===== src/rtl/mem_arbiter_pkg.sv =====
// Shared types and defaults for the main-memory arbiter: FSM states,
// transaction owner encoding and default bus widths.
package mem_arbiter_pkg;

  localparam int AW_DEF       = 16;
  localparam int DW_DEF       = 8;
  localparam int MAX_WAIT_DEF = 4;

  typedef enum logic [1:0] {
    IDLE   = 2'd0,
    SETUP  = 2'd1,
    STROBE = 2'd2,
    HOLD   = 2'd3
  } state_t;

  typedef enum logic {
    OWN_CPU = 1'b0,
    OWN_DMA = 1'b1
  } owner_t;

endpackage


===== src/rtl/mem_arbiter_if.sv =====
// Bundle of the CPU and DMA request/response channels plus the memory-side pins.
// slave is the arbiter's view; master is the view of the surrounding system.
interface mem_arbiter_if import mem_arbiter_pkg::*; #(
  parameter int AW = AW_DEF,
  parameter int DW = DW_DEF
);

  logic          cpu_req;
  logic          cpu_we;
  logic [AW-1:0] cpu_addr;
  logic [DW-1:0] cpu_wdata;
  logic          cpu_gnt;
  logic          cpu_done;
  logic [DW-1:0] cpu_rdata;

  logic          dma_req;
  logic          dma_we;
  logic [AW-1:0] dma_addr;
  logic [DW-1:0] dma_wdata;
  logic          dma_gnt;
  logic          dma_done;
  logic [DW-1:0] dma_rdata;

  logic [AW-1:0] mem_addr;
  logic [DW-1:0] mem_wdata;
  logic          mem_read;
  logic          mem_write;
  logic [DW-1:0] mem_rdata;

  modport slave (
    input  cpu_req, cpu_we, cpu_addr, cpu_wdata,
    output cpu_gnt, cpu_done, cpu_rdata,
    input  dma_req, dma_we, dma_addr, dma_wdata,
    output dma_gnt, dma_done, dma_rdata,
    output mem_addr, mem_wdata, mem_read, mem_write,
    input  mem_rdata
  );

  modport master (
    output cpu_req, cpu_we, cpu_addr, cpu_wdata,
    input  cpu_gnt, cpu_done, cpu_rdata,
    output dma_req, dma_we, dma_addr, dma_wdata,
    input  dma_gnt, dma_done, dma_rdata,
    input  mem_addr, mem_wdata, mem_read, mem_write,
    output mem_rdata
  );

endinterface


===== src/rtl/mem_arbiter_rr_guard.sv =====
// Winner selection: CPU has priority, but DMA is forced through after it has
// been passed over MAX_WAIT times in a row.
module rr_guard import mem_arbiter_pkg::*; #(
  parameter int MAX_WAIT = MAX_WAIT_DEF
) (
  input  logic   clk,
  input  logic   rst,
  input  logic   idle,
  input  logic   cpu_req,
  input  logic   dma_req,
  input  logic   grant_valid,
  input  owner_t granted_owner,
  output logic   sel_dma
);

  localparam logic [3:0] MAX_CNT = 4'(MAX_WAIT);

  logic [3:0] wait_cnt;

  assign sel_dma = dma_req && (!cpu_req || (wait_cnt == MAX_CNT));

  // NOTE: state registers use non-blocking assignments so every flop samples
  // the pre-edge value of its neighbours, independent of process ordering.
  always_ff @(posedge clk) begin
    if (rst) begin
      wait_cnt <= '0;
    end else if (grant_valid && (granted_owner == OWN_DMA)) begin
      wait_cnt <= '0;
    end else if (grant_valid && dma_req) begin
      wait_cnt <= wait_cnt + 4'd1;
    end else if (idle && !dma_req) begin
      wait_cnt <= '0;
    end
  end

endmodule


===== src/rtl/mem_arbiter.sv =====
// Two-master sequencer for the 64K x 8 main memory: one access per four
// cycles (IDLE -> SETUP -> STROBE -> HOLD) with glitch-free strobe timing.
module mem_arbiter import mem_arbiter_pkg::*; #(
  parameter int AW       = AW_DEF,
  parameter int DW       = DW_DEF,
  parameter int MAX_WAIT = MAX_WAIT_DEF
) (
  input  logic          clk,
  input  logic          rst,
  mem_arbiter_if.slave  bus,
  output logic          busy
);

  state_t        state, state_nxt;
  owner_t        owner_q, winner;
  logic          we_q;
  logic [AW-1:0] addr_q;
  logic [DW-1:0] wdata_q;
  logic [DW-1:0] cpu_rdata_q, dma_rdata_q;
  logic          idle, grant, sel_dma;

  assign idle   = (state == IDLE);
  assign grant  = idle && (bus.cpu_req || bus.dma_req);
  assign winner = sel_dma ? OWN_DMA : OWN_CPU;

  rr_guard #(.MAX_WAIT(MAX_WAIT)) u_guard (
    .clk           (clk),
    .rst           (rst),
    .idle          (idle),
    .cpu_req       (bus.cpu_req),
    .dma_req       (bus.dma_req),
    .grant_valid   (grant),
    .granted_owner (winner),
    .sel_dma       (sel_dma)
  );

  always_ff @(posedge clk) begin
    if (rst) state <= IDLE;
    else     state <= state_nxt;
  end

  // Address/data registers load only on the grant edge, so the memory pins
  // stay frozen for the whole access and keep their value between accesses.
  always_ff @(posedge clk) begin
    if (rst) begin
      owner_q     <= OWN_CPU;
      we_q        <= 1'b0;
      addr_q      <= '0;
      wdata_q     <= '0;
      cpu_rdata_q <= '0;
      dma_rdata_q <= '0;
    end else begin
      if (grant) begin
        owner_q <= winner;
        if (winner == OWN_DMA) begin
          we_q    <= bus.dma_we;
          addr_q  <= bus.dma_addr;
          wdata_q <= bus.dma_wdata;
        end else begin
          we_q    <= bus.cpu_we;
          addr_q  <= bus.cpu_addr;
          wdata_q <= bus.cpu_wdata;
        end
      end
      // The data bus is only sampled while READ has been high for a full cycle.
      if ((state == STROBE) && !we_q) begin
        if (owner_q == OWN_DMA) dma_rdata_q <= bus.mem_rdata;
        else                    cpu_rdata_q <= bus.mem_rdata;
      end
    end
  end

  // NOTE: every output of this block gets a default first, so no path through
  // the case statement can leave a value unassigned and infer a latch.
  always_comb begin
    state_nxt     = state;
    bus.cpu_gnt   = 1'b0;
    bus.dma_gnt   = 1'b0;
    bus.cpu_done  = 1'b0;
    bus.dma_done  = 1'b0;
    bus.mem_read  = 1'b0;
    bus.mem_write = 1'b0;
    case (state)
      IDLE: begin
        if (grant) begin
          state_nxt   = SETUP;
          bus.cpu_gnt = (winner == OWN_CPU);
          bus.dma_gnt = (winner == OWN_DMA);
        end
      end
      SETUP: begin
        bus.mem_read = !we_q;
        state_nxt    = STROBE;
      end
      STROBE: begin
        bus.mem_read  = !we_q;
        bus.mem_write = we_q;
        state_nxt     = HOLD;
      end
      HOLD: begin
        bus.cpu_done = (owner_q == OWN_CPU);
        bus.dma_done = (owner_q == OWN_DMA);
        state_nxt    = IDLE;
      end
      default: state_nxt = IDLE;
    endcase
  end

  assign bus.mem_addr  = addr_q;
  assign bus.mem_wdata = wdata_q;
  assign bus.cpu_rdata = cpu_rdata_q;
  assign bus.dma_rdata = dma_rdata_q;
  assign busy          = !idle;

endmodule


===== src/flat_wrapper.sv =====
// flat-port wrapper written by rule: the top's interface ports become plain ports
module mem_arbiter_flat import mem_arbiter_pkg::*;
#(
  parameter int AW       = AW_DEF,
  parameter int DW       = DW_DEF,
  parameter int MAX_WAIT = MAX_WAIT_DEF
)
  (clk, rst, busy, bus_cpu_req, bus_cpu_we, bus_cpu_addr, bus_cpu_wdata, bus_cpu_gnt, bus_cpu_done, bus_cpu_rdata, bus_dma_req, bus_dma_we, bus_dma_addr, bus_dma_wdata, bus_dma_gnt, bus_dma_done, bus_dma_rdata, bus_mem_addr, bus_mem_wdata, bus_mem_read, bus_mem_write, bus_mem_rdata);
  mem_arbiter_if #(.AW(AW), .DW(DW)) bus_i ();
  input  logic clk;
  input  logic rst;
  output logic busy;
  input wire logic [$bits(bus_i.cpu_req)-1:0] bus_cpu_req;
  input wire logic [$bits(bus_i.cpu_we)-1:0] bus_cpu_we;
  input wire logic [$bits(bus_i.cpu_addr)-1:0] bus_cpu_addr;
  input wire logic [$bits(bus_i.cpu_wdata)-1:0] bus_cpu_wdata;
  output wire logic [$bits(bus_i.cpu_gnt)-1:0] bus_cpu_gnt;
  output wire logic [$bits(bus_i.cpu_done)-1:0] bus_cpu_done;
  output wire logic [$bits(bus_i.cpu_rdata)-1:0] bus_cpu_rdata;
  input wire logic [$bits(bus_i.dma_req)-1:0] bus_dma_req;
  input wire logic [$bits(bus_i.dma_we)-1:0] bus_dma_we;
  input wire logic [$bits(bus_i.dma_addr)-1:0] bus_dma_addr;
  input wire logic [$bits(bus_i.dma_wdata)-1:0] bus_dma_wdata;
  output wire logic [$bits(bus_i.dma_gnt)-1:0] bus_dma_gnt;
  output wire logic [$bits(bus_i.dma_done)-1:0] bus_dma_done;
  output wire logic [$bits(bus_i.dma_rdata)-1:0] bus_dma_rdata;
  output wire logic [$bits(bus_i.mem_addr)-1:0] bus_mem_addr;
  output wire logic [$bits(bus_i.mem_wdata)-1:0] bus_mem_wdata;
  output wire logic [$bits(bus_i.mem_read)-1:0] bus_mem_read;
  output wire logic [$bits(bus_i.mem_write)-1:0] bus_mem_write;
  input wire logic [$bits(bus_i.mem_rdata)-1:0] bus_mem_rdata;
  assign bus_i.cpu_req = bus_cpu_req;
  assign bus_i.cpu_we = bus_cpu_we;
  assign bus_i.cpu_addr = bus_cpu_addr;
  assign bus_i.cpu_wdata = bus_cpu_wdata;
  assign bus_cpu_gnt = bus_i.cpu_gnt;
  assign bus_cpu_done = bus_i.cpu_done;
  assign bus_cpu_rdata = bus_i.cpu_rdata;
  assign bus_i.dma_req = bus_dma_req;
  assign bus_i.dma_we = bus_dma_we;
  assign bus_i.dma_addr = bus_dma_addr;
  assign bus_i.dma_wdata = bus_dma_wdata;
  assign bus_dma_gnt = bus_i.dma_gnt;
  assign bus_dma_done = bus_i.dma_done;
  assign bus_dma_rdata = bus_i.dma_rdata;
  assign bus_mem_addr = bus_i.mem_addr;
  assign bus_mem_wdata = bus_i.mem_wdata;
  assign bus_mem_read = bus_i.mem_read;
  assign bus_mem_write = bus_i.mem_write;
  assign bus_i.mem_rdata = bus_mem_rdata;
  mem_arbiter #(.AW(AW), .DW(DW), .MAX_WAIT(MAX_WAIT)) u_core (.clk(clk), .rst(rst), .bus(bus_i), .busy(busy));
endmodule

===== config.mk =====
export PLATFORM = sky130hd
export DESIGN_NAME = mem_arbiter_flat
export DESIGN_NICKNAME = d
export VERILOG_FILES = /design/src/rtl/mem_arbiter_pkg.sv /design/src/rtl/mem_arbiter_if.sv /design/src/rtl/mem_arbiter_rr_guard.sv /design/src/rtl/mem_arbiter.sv /design/src/flat_wrapper.sv
export SDC_FILE = /design/constraint.sdc
export NUM_CORES = 1
export LEC_CHECK = 0
export BUFFER_PORTS_ARGS = -buffer_cell sky130_fd_sc_hd__clkbuf_2
export CORE_UTILIZATION = 49
export CTS_CLUSTER_SIZE = 30
export DETAILED_ROUTE_END_ITERATION = 8
export HOLD_SLACK_MARGIN = 0.02
export PLACE_DENSITY_LB_ADDON = 0.3
export REMOVE_ABC_BUFFERS = 1
export SETUP_SLACK_MARGIN = 0.5
export SLEW_MARGIN = 20
export SYNTH_ARGS = -nofsm -noshare
export SYNTH_HDL_FRONTEND = slang
export SYNTH_SLANG_ARGS = --single-unit

===== constraint.sdc =====
create_clock -name clk -period 3.2 [get_ports clk]
set_input_delay 0.64 -clock clk [delete_from_list [all_inputs] [get_ports clk]]
set_output_delay 0.64 -clock clk [all_outputs]
set_load 0.03 [all_outputs]

==> results of run 1 <==
[through the flow]
step / total power (uW) / instance area, sq um / hold slack (ns) / std cells
final: 2260 / 2880 / 0.502 / 378
after global routing: 2390 / 2880 / 0.517 / 378
after detailed placement: 1800 / 2750 / 0.485 / 370
after global placement: 1780 / 2750 / 0.475 / 370
after CTS: 2270 / 2880 / 0.505 / 378
after floorplan: 1470 / 2090 / 0.490 / 203
[layer usage]
metal	track usage	routed length, um	vias up
li1	-	-	1080
met1	0.316	2580	1009
met2	0.378	2620	101
met3	0.0625	478	11
met4	0.0862	93	0
met5	0	0	-
[layout by cell type (no fill, tap or decap), drive strengths merged, types with 5 or more instances in the layout]
cell type / netlist / final
ha: 6 / 6
a32oi: 25 / 25
nor2: 19 / 19
a21oi: 27 / 27
o2111ai: 25 / 25
buf: 21 / 7
clkbuf: 5 / 115
mux2i: 17 / 17
dfxtp: 48 / 48
inv: 5 / 5
[Yosys cell counts, drive strengths merged (2+ instances only)]
cell type	number
o21ai	2
a32oi	25
and3b	2
nor2	19
nand4b	2
nor3	3
a21oi	27
inv	5
nand3	2
o2111ai	25
a211oi	2
mux2i	17
and2	4
nand2	2
buf	21
ha	6
nor2b	4
dfxtp	48
clkbuf	5
[state kept, by name (all words and copies together) (netlist names)]
name and flops:
u_core.state 2, u_core.we_q 1, u_core.bus.mem_addr 16, u_core.u_guard.wait_cnt 4, u_core.bus.cpu_rdata 8, u_core.owner_q 1, u_core.bus.mem_wdata 8, u_core.bus.dma_rdata 8
[timing repair]
| item | CTS | global route |
|---|---|---|
| pin swaps | 0 | 0 |
| resized for setup | 1 | 1 |
| hold buffers | 0 | 0 |
| setup endpoints to repair | 1 | 1 |
[report_power, final]
group	leakage, uW	switching (uW)	internal [uW]	total (uW)
registers	0.000392	75.3	714	789
logic	0.000845	662	345	1010
clock network	0.0000645	189	275	464
total	0.00130	926	1330	2260
[worst max-delay path by stage]
stage	start	to	slack (ns)	cells after the start
CTS	u_core.state[0]$_SDFFE_PP0P_	bus_dma_gnt	0.62	5
floorplan	u_core.state[0]$_SDFFE_PP0P_	bus_cpu_gnt	0.49	4
global route	u_core.u_guard.wait_cnt[0]$_SDFFE_PP0P_	bus_dma_gnt	0.58	5
finish	u_core.u_guard.wait_cnt[0]$_SDFFE_PP0P_	bus_dma_gnt	0.69	5
detailed placement	u_core.u_guard.wait_cnt[0]$_SDFFE_PP0P_	bus_dma_gnt	0.73	5
global placement	u_core.u_guard.wait_cnt[0]$_SDFFE_PP0P_	bus_dma_gnt	0.78	5
[worst register-to-register path, delay by kind of cell, from the launching register on]
kind	cells	cell delay [ns]
compound gates	3	0.42
buf+inv	3	0.64
fa+ha+maj	1	0.40
flops	1	0.34
[kinds of logic after synthesis]
kind of cell | synth area share
adders and majority gates | 0.0336
muxes | 0.0762
buffers and inverters | 0.0723
and+or+nand+nor | 0.104
AOI/OAI and AO/OA | 0.284
DFF | 0.430
[layout make-up]
cell class / instances / area (sq um)
Fill cell: 364 / 1470
Sequential cell: 48 / 961
Tap cell: 52 / 65.1
Timing Repair Buffer: 115 / 593
Clock buffer: 7 / 96.3
Multi-Input combinational cell: 149 / 1110
Clock inverter: 1 / 30.0
Inverter: 6 / 22.5
==> out/qor.csv, run 1 <==
metric;value;unit
cts_max_path_buffers;2;
die_w;69.5;um
worstRegToRegCells;7;
avgRoutedWirePerCell;15.3;um
finClkSkew;0.00262;ns
finalCritPeriodShare;0.783;
num_vias;2201;
hold_viol;0;
path_cells;inv_1 > ha_1 > and3b_2 > o21ba_4 > clkbuf_2;
cts.clk_slew.worst_paths;0.08;ns
holdCritStartpoint;u_core.bus.cpu_rdata[6]$_SDFFE_PP0P_;
post-synth-top-area-fraction;0.430;
worst_pin_slew;0.988;ns
regToRegSetupSlack;1.23;ns
crit_required;2.56;ns
r2r_end;u_core.bus.mem_addr[12]$_SDFFE_PP0P_;
finalCriticalPeriod;2.51;ns
critPathBufInv;2;
cts_setup_buffers;0;
setup_viol;0;
cts_max_level;2;
rsz0062_at_grt;false;
place_ws;0.733;ns
rows;24;
vias_per_cell;5.82;
rr_startpoint;u_core.state[0]$_SDFFE_PP0P_;
cts.sinks;48;
syn_area_per_cell;9.75;sq um
cts_tree;built;
grt_pass1_wl;9.36;mm
synth_cells;229;
fmax;399;MHz
drt-initial-drc-count;158;
cts-root-buf;clkbuf_8;
gp_congestion;0.795;
power_leakage;0.00130;uW
worst_ep_arrival_time;1.87;ns
antenna_found_initial;0;
coreArea;4350;sq um
final_layout_size_suffix_gt1_frac;0.396;
fin_util;0.662;
remaining_drc_errors;0;
die_y;69.5;um
status;finished, final reports clean;
grt-ovfl-total;0;
clk_latency;0.30;ns
synth-seq-cells;48;
hold-path-cell-count;2;
synth-async-reset-ratio;0;
drv_slew;0;
die_area;4830;sq um
max_slew_margin;0.341;
n_antenna_cell;0;
grt_max_degree;49;
yosysWarnings;0;
critPathTopFamily;simple AND/OR/NAND/NOR gates;
drtPass1Iterations;6;
start_util;0.513;
grtUsageTotal;0.239;
cts-buffers-inserted;5;
holdPathEnd;u_core.bus.cpu_rdata[6]$_SDFFE_PP0P_;
numPortBuffers;108;
cp_slowest_stage_delay;0.50;ns
critPathKind;reg2out;
syn2layout_area_growth;29.1;%
ys_types;32;
synth_flop_cell;dfxtp_1;
worst-path-max-fanout;26;
nNetsFinal;393;
grt_pass1_vias;2010;
ys_seq_area_frac;0.430;
routed_wl;5.77;mm
cpMaxStageDelayCell;and3b_2;
drv_cap;0;
critPathLaunchType;flop;
cellPowerDensity;784;nW/um^2
ios;109;
vdd_drop_max;0.430;mV
synthTopCellsByArea;dfxtp_1 (43%), a32oi_1 (9.8%), o2111ai_1 (9.8%);
synth_area;2230;sq um
finalSetupTns;0;ns
synth_edf_count;0;
min_path_type;reg2reg;
end_kind;output port;
synth_top_cell_by_area;dfxtp_1;
dpl.hpwl;3.99;mm
setup_ws;0.695;ns
ant_nets;0;
(Power assumes the default switching activity.)
==> run 2: changes to the inputs <==
--- a/config.mk
+++ b/config.mk
@@ -5,8 +5,9 @@
 export SDC_FILE = /design/constraint.sdc
 export NUM_CORES = 1
 export LEC_CHECK = 0
+export ABC_AREA = 1
 export BUFFER_PORTS_ARGS = -buffer_cell sky130_fd_sc_hd__clkbuf_2
-export CORE_UTILIZATION = 49
+export CORE_UTILIZATION = 43
 export CTS_CLUSTER_SIZE = 30
 export DETAILED_ROUTE_END_ITERATION = 8
 export HOLD_SLACK_MARGIN = 0.02
==> constraint.sdc (replaced) <==
create_clock -name clk -period 2.3 [get_ports clk]
set_input_delay 0.46 -clock clk [delete_from_list [all_inputs] [get_ports clk]]
set_output_delay 0.46 -clock clk [all_outputs]
set_load 0.03 [all_outputs]
==> run 2 against run 1 <==
Power increased by 39%. Global-route usage decreased by 3.6 points. Register-to-register slack got worse by 0.50 ns. Synthesized area increased by 13%. Sequential share of layout area decreased by 3.8 points. Clock skew increased by 0.0029 ns. Synthesized cell count increased by 41%. Critical endpoint unchanged. Clock-buffer cell count decreased by 1. Die area increased by 28%. Wire length increased by 5.5%. Sequential power increased by 38%.
==> out/qor.csv, run 2 <==
metric;value;unit
status;finished, final reports clean;
critPathKind;reg2out;
synth-seq-cells;48;
path_cells;inv_2 > ha_4 > nand3_4 > nand2_4 > nand2_4 > inv_2 > buf_8;
worst_pin_slew;0.687;ns
finalNonFillerCells;506;
cellPowerDensity;956;nW/um^2
min_path_type;in2reg;
synth_area;2530;sq um
cts.clk_slew.worst_paths;0.08;ns
antenna_found_initial;0;
coreArea;5570;sq um
grt-ovfl-total;0;
finalCriticalPeriod;1.74;ns
synthTopCellsByArea;dfxtp_1 (38%), nand3_2 (13%), nand3_1 (9.1%);
postPlaceCellArea;3030;sq um
drtPass1Iterations;4;
drv_slew;0;
cts_max_level;2;
power_leakage;0.00175;uW
grt_pass1_wl;9.84;mm
critPathLaunchType;flop;
ys_seq_area_frac;0.380;
critPathTopFamily;flip-flops;
remaining_drc_errors;0;
ios;109;
dpl.hpwl;4.09;mm
worst-path-max-fanout;4;
die_w;78.7;um
cts_max_path_buffers;2;
syn_area_per_cell;7.86;sq um
grt_pass1_vias;2140;
synth_cells;322;
post-synth-top-area-fraction;0.380;
critPathBufInv;3;
synth_common_cells;nand2_1 (59), inv_1 (55), dfxtp_1 (48), nand3_1 (46), nand3_2 (32);
nNetsFinal;501;
n_antenna_cell;0;
dp.cells;490;
synth_edf_count;0;
finalCritPeriodShare;0.759;
power;3140;uW
clk_latency;0.30;ns
finalSetupTns;0;ns
grtUsageTotal;0.203;
crit_required;1.84;ns
synth.most_common_cell;nand2_1;
die_area;6200;sq um
synth_flop_cell;dfxtp_1;
cp_slowest_stage_delay;0.34;ns
cpMaxStageDelayCell;dfxtp_2;
cts.sinks;48;
ant_nets;0;
routed_wl;6.09;mm
num_vias;2392;
end_kind;output port;
vias_per_cell;4.73;
ys_types;26;
rsz0062_at_grt;true;
numPortBuffers;108;
cts-buffers-inserted;5;
final_common_cell;clkbuf_2;
yosysWarnings;0;
grt_max_degree;28;
final_layout_size_suffix_gt1_frac;0.422;
max_slew_margin;0.540;
start_util;0.454;
cts-root-buf;clkbuf_8;
drt-initial-drc-count;86;
synth_top_cell_by_area;dfxtp_1;
drv_cap;0;
avgRoutedWirePerCell;12.0;um
hold_buffers;0;
cts_tree;built;
largest_reg_flops;16;
finClkSkew;0.00548;ns
fillers;524;
vdd_drop_max;0.558;mV
layout_common_cells;clkbuf_2 (102), nand2_1 (58), inv_1 (49);
fmax;573;MHz
rows;27;
synth-async-reset-ratio;0;
syn2layout_area_growth;29.6;%
die_y;78.7;um
setup_viol;0;
hold_viol;0;
final_area;3280;sq um
gp_congestion;0.867;
worst_ep_arrival_time;1.28;ns
## run 2: worst paths after layout
| path | start | to | slack (ns) | cells past startpoint |
|---|---|---|---|---|
| max | u_core.u_guard.wait_cnt[0]$_SDFFE_PP0P_ | bus_dma_gnt | 0.56 | 7 |
| min | rst | u_core.owner_q$_SDFFE_PP0P_ | 0.34 | 2 |
| max reg2reg | u_core.state[1]$_SDFFE_PP0P_ | u_core.bus.dma_rdata[2]$_SDFFE_PP0P_ | 0.73 | 5 |
| min reg2reg | u_core.bus.dma_rdata[3]$_SDFFE_PP0P_ | u_core.bus.dma_rdata[3]$_SDFFE_PP0P_ | 0.45 | 2 |
## run 2: final cells by class
class | count | area [sq um] | area share
clock inverters | 2 | 10.0 | 0.00305
multi-input cells | 199 | 1230 | 0.374
clock buffers | 6 | 82.6 | 0.0252
flip-flops and latches | 48 | 968 | 0.295
repair inverters | 1 | 8.76 | 0.00267
well taps | 72 | 90.1 | 0.0275
inverters | 58 | 240 | 0.0732
repair buffers | 120 | 654 | 0.199
## run 2: logic make-up after synthesis
group	share of synthesized area
buffers and inverters	0.158
and+or+nand+nor	0.341
DFF	0.380
AOI/OAI and AO/OA	0.0845
xor gates and xnor gates	0.00692
adders and majority gates	0.0297
## run 2: what timing repair did
item | CTS | global route
pin swaps | 2 | 3
setup endpoints to repair | 4 | 6
gates cloned | 1 | 0
resized for setup | 17 | 24
buffers inserted | 4 | 3
endpoints found under the hold margin | 0 | 0
## run 2: layer usage
| layer | share of wire | vias up | GRT usage |
|---|---|---|---|
| met5 | 0 | - | 0 |
| met2 | 0.46 | 87 | 0.340 |
| met4 | 0.0085 | 0 | 0.0574 |
| li1 | - | 1243 | - |
| met3 | 0.084 | 6 | 0.0644 |
| met1 | 0.44 | 1056 | 0.249 |
## run 2: worst register-to-register path: cells and delay by family, from the launching register on
kind / cells / cell delay [ns]
fa+ha+maj: 1 / 0.20
flops: 1 / 0.35
compound gates: 2 / 0.38
simple gates: 1 / 0.39
buf+inv: 1 / 0.12
## run 2: power by group
| part | total [uW] | internal, uW | switching (uW) |
|---|---|---|---|
| combinational | 1530 | 539 | 990 |
| clock | 512 | 240 | 272 |
| sequential | 1090 | 995 | 100 |
## run 2: through the flow
| stage | setup slack [ns] | utilization | hold slack [ns] |
|---|---|---|---|
| after floorplan | 0.523 | - | 0.474 |
| after global placement | 0.376 | 0.543 | 0.430 |
| after detailed placement | 0.337 | 0.543 | 0.436 |
| after CTS | 0.501 | 0.578 | 0.331 |
| after global routing | 0.472 | 0.589 | 0.340 |
| final | 0.555 | 0.589 | 0.338 |
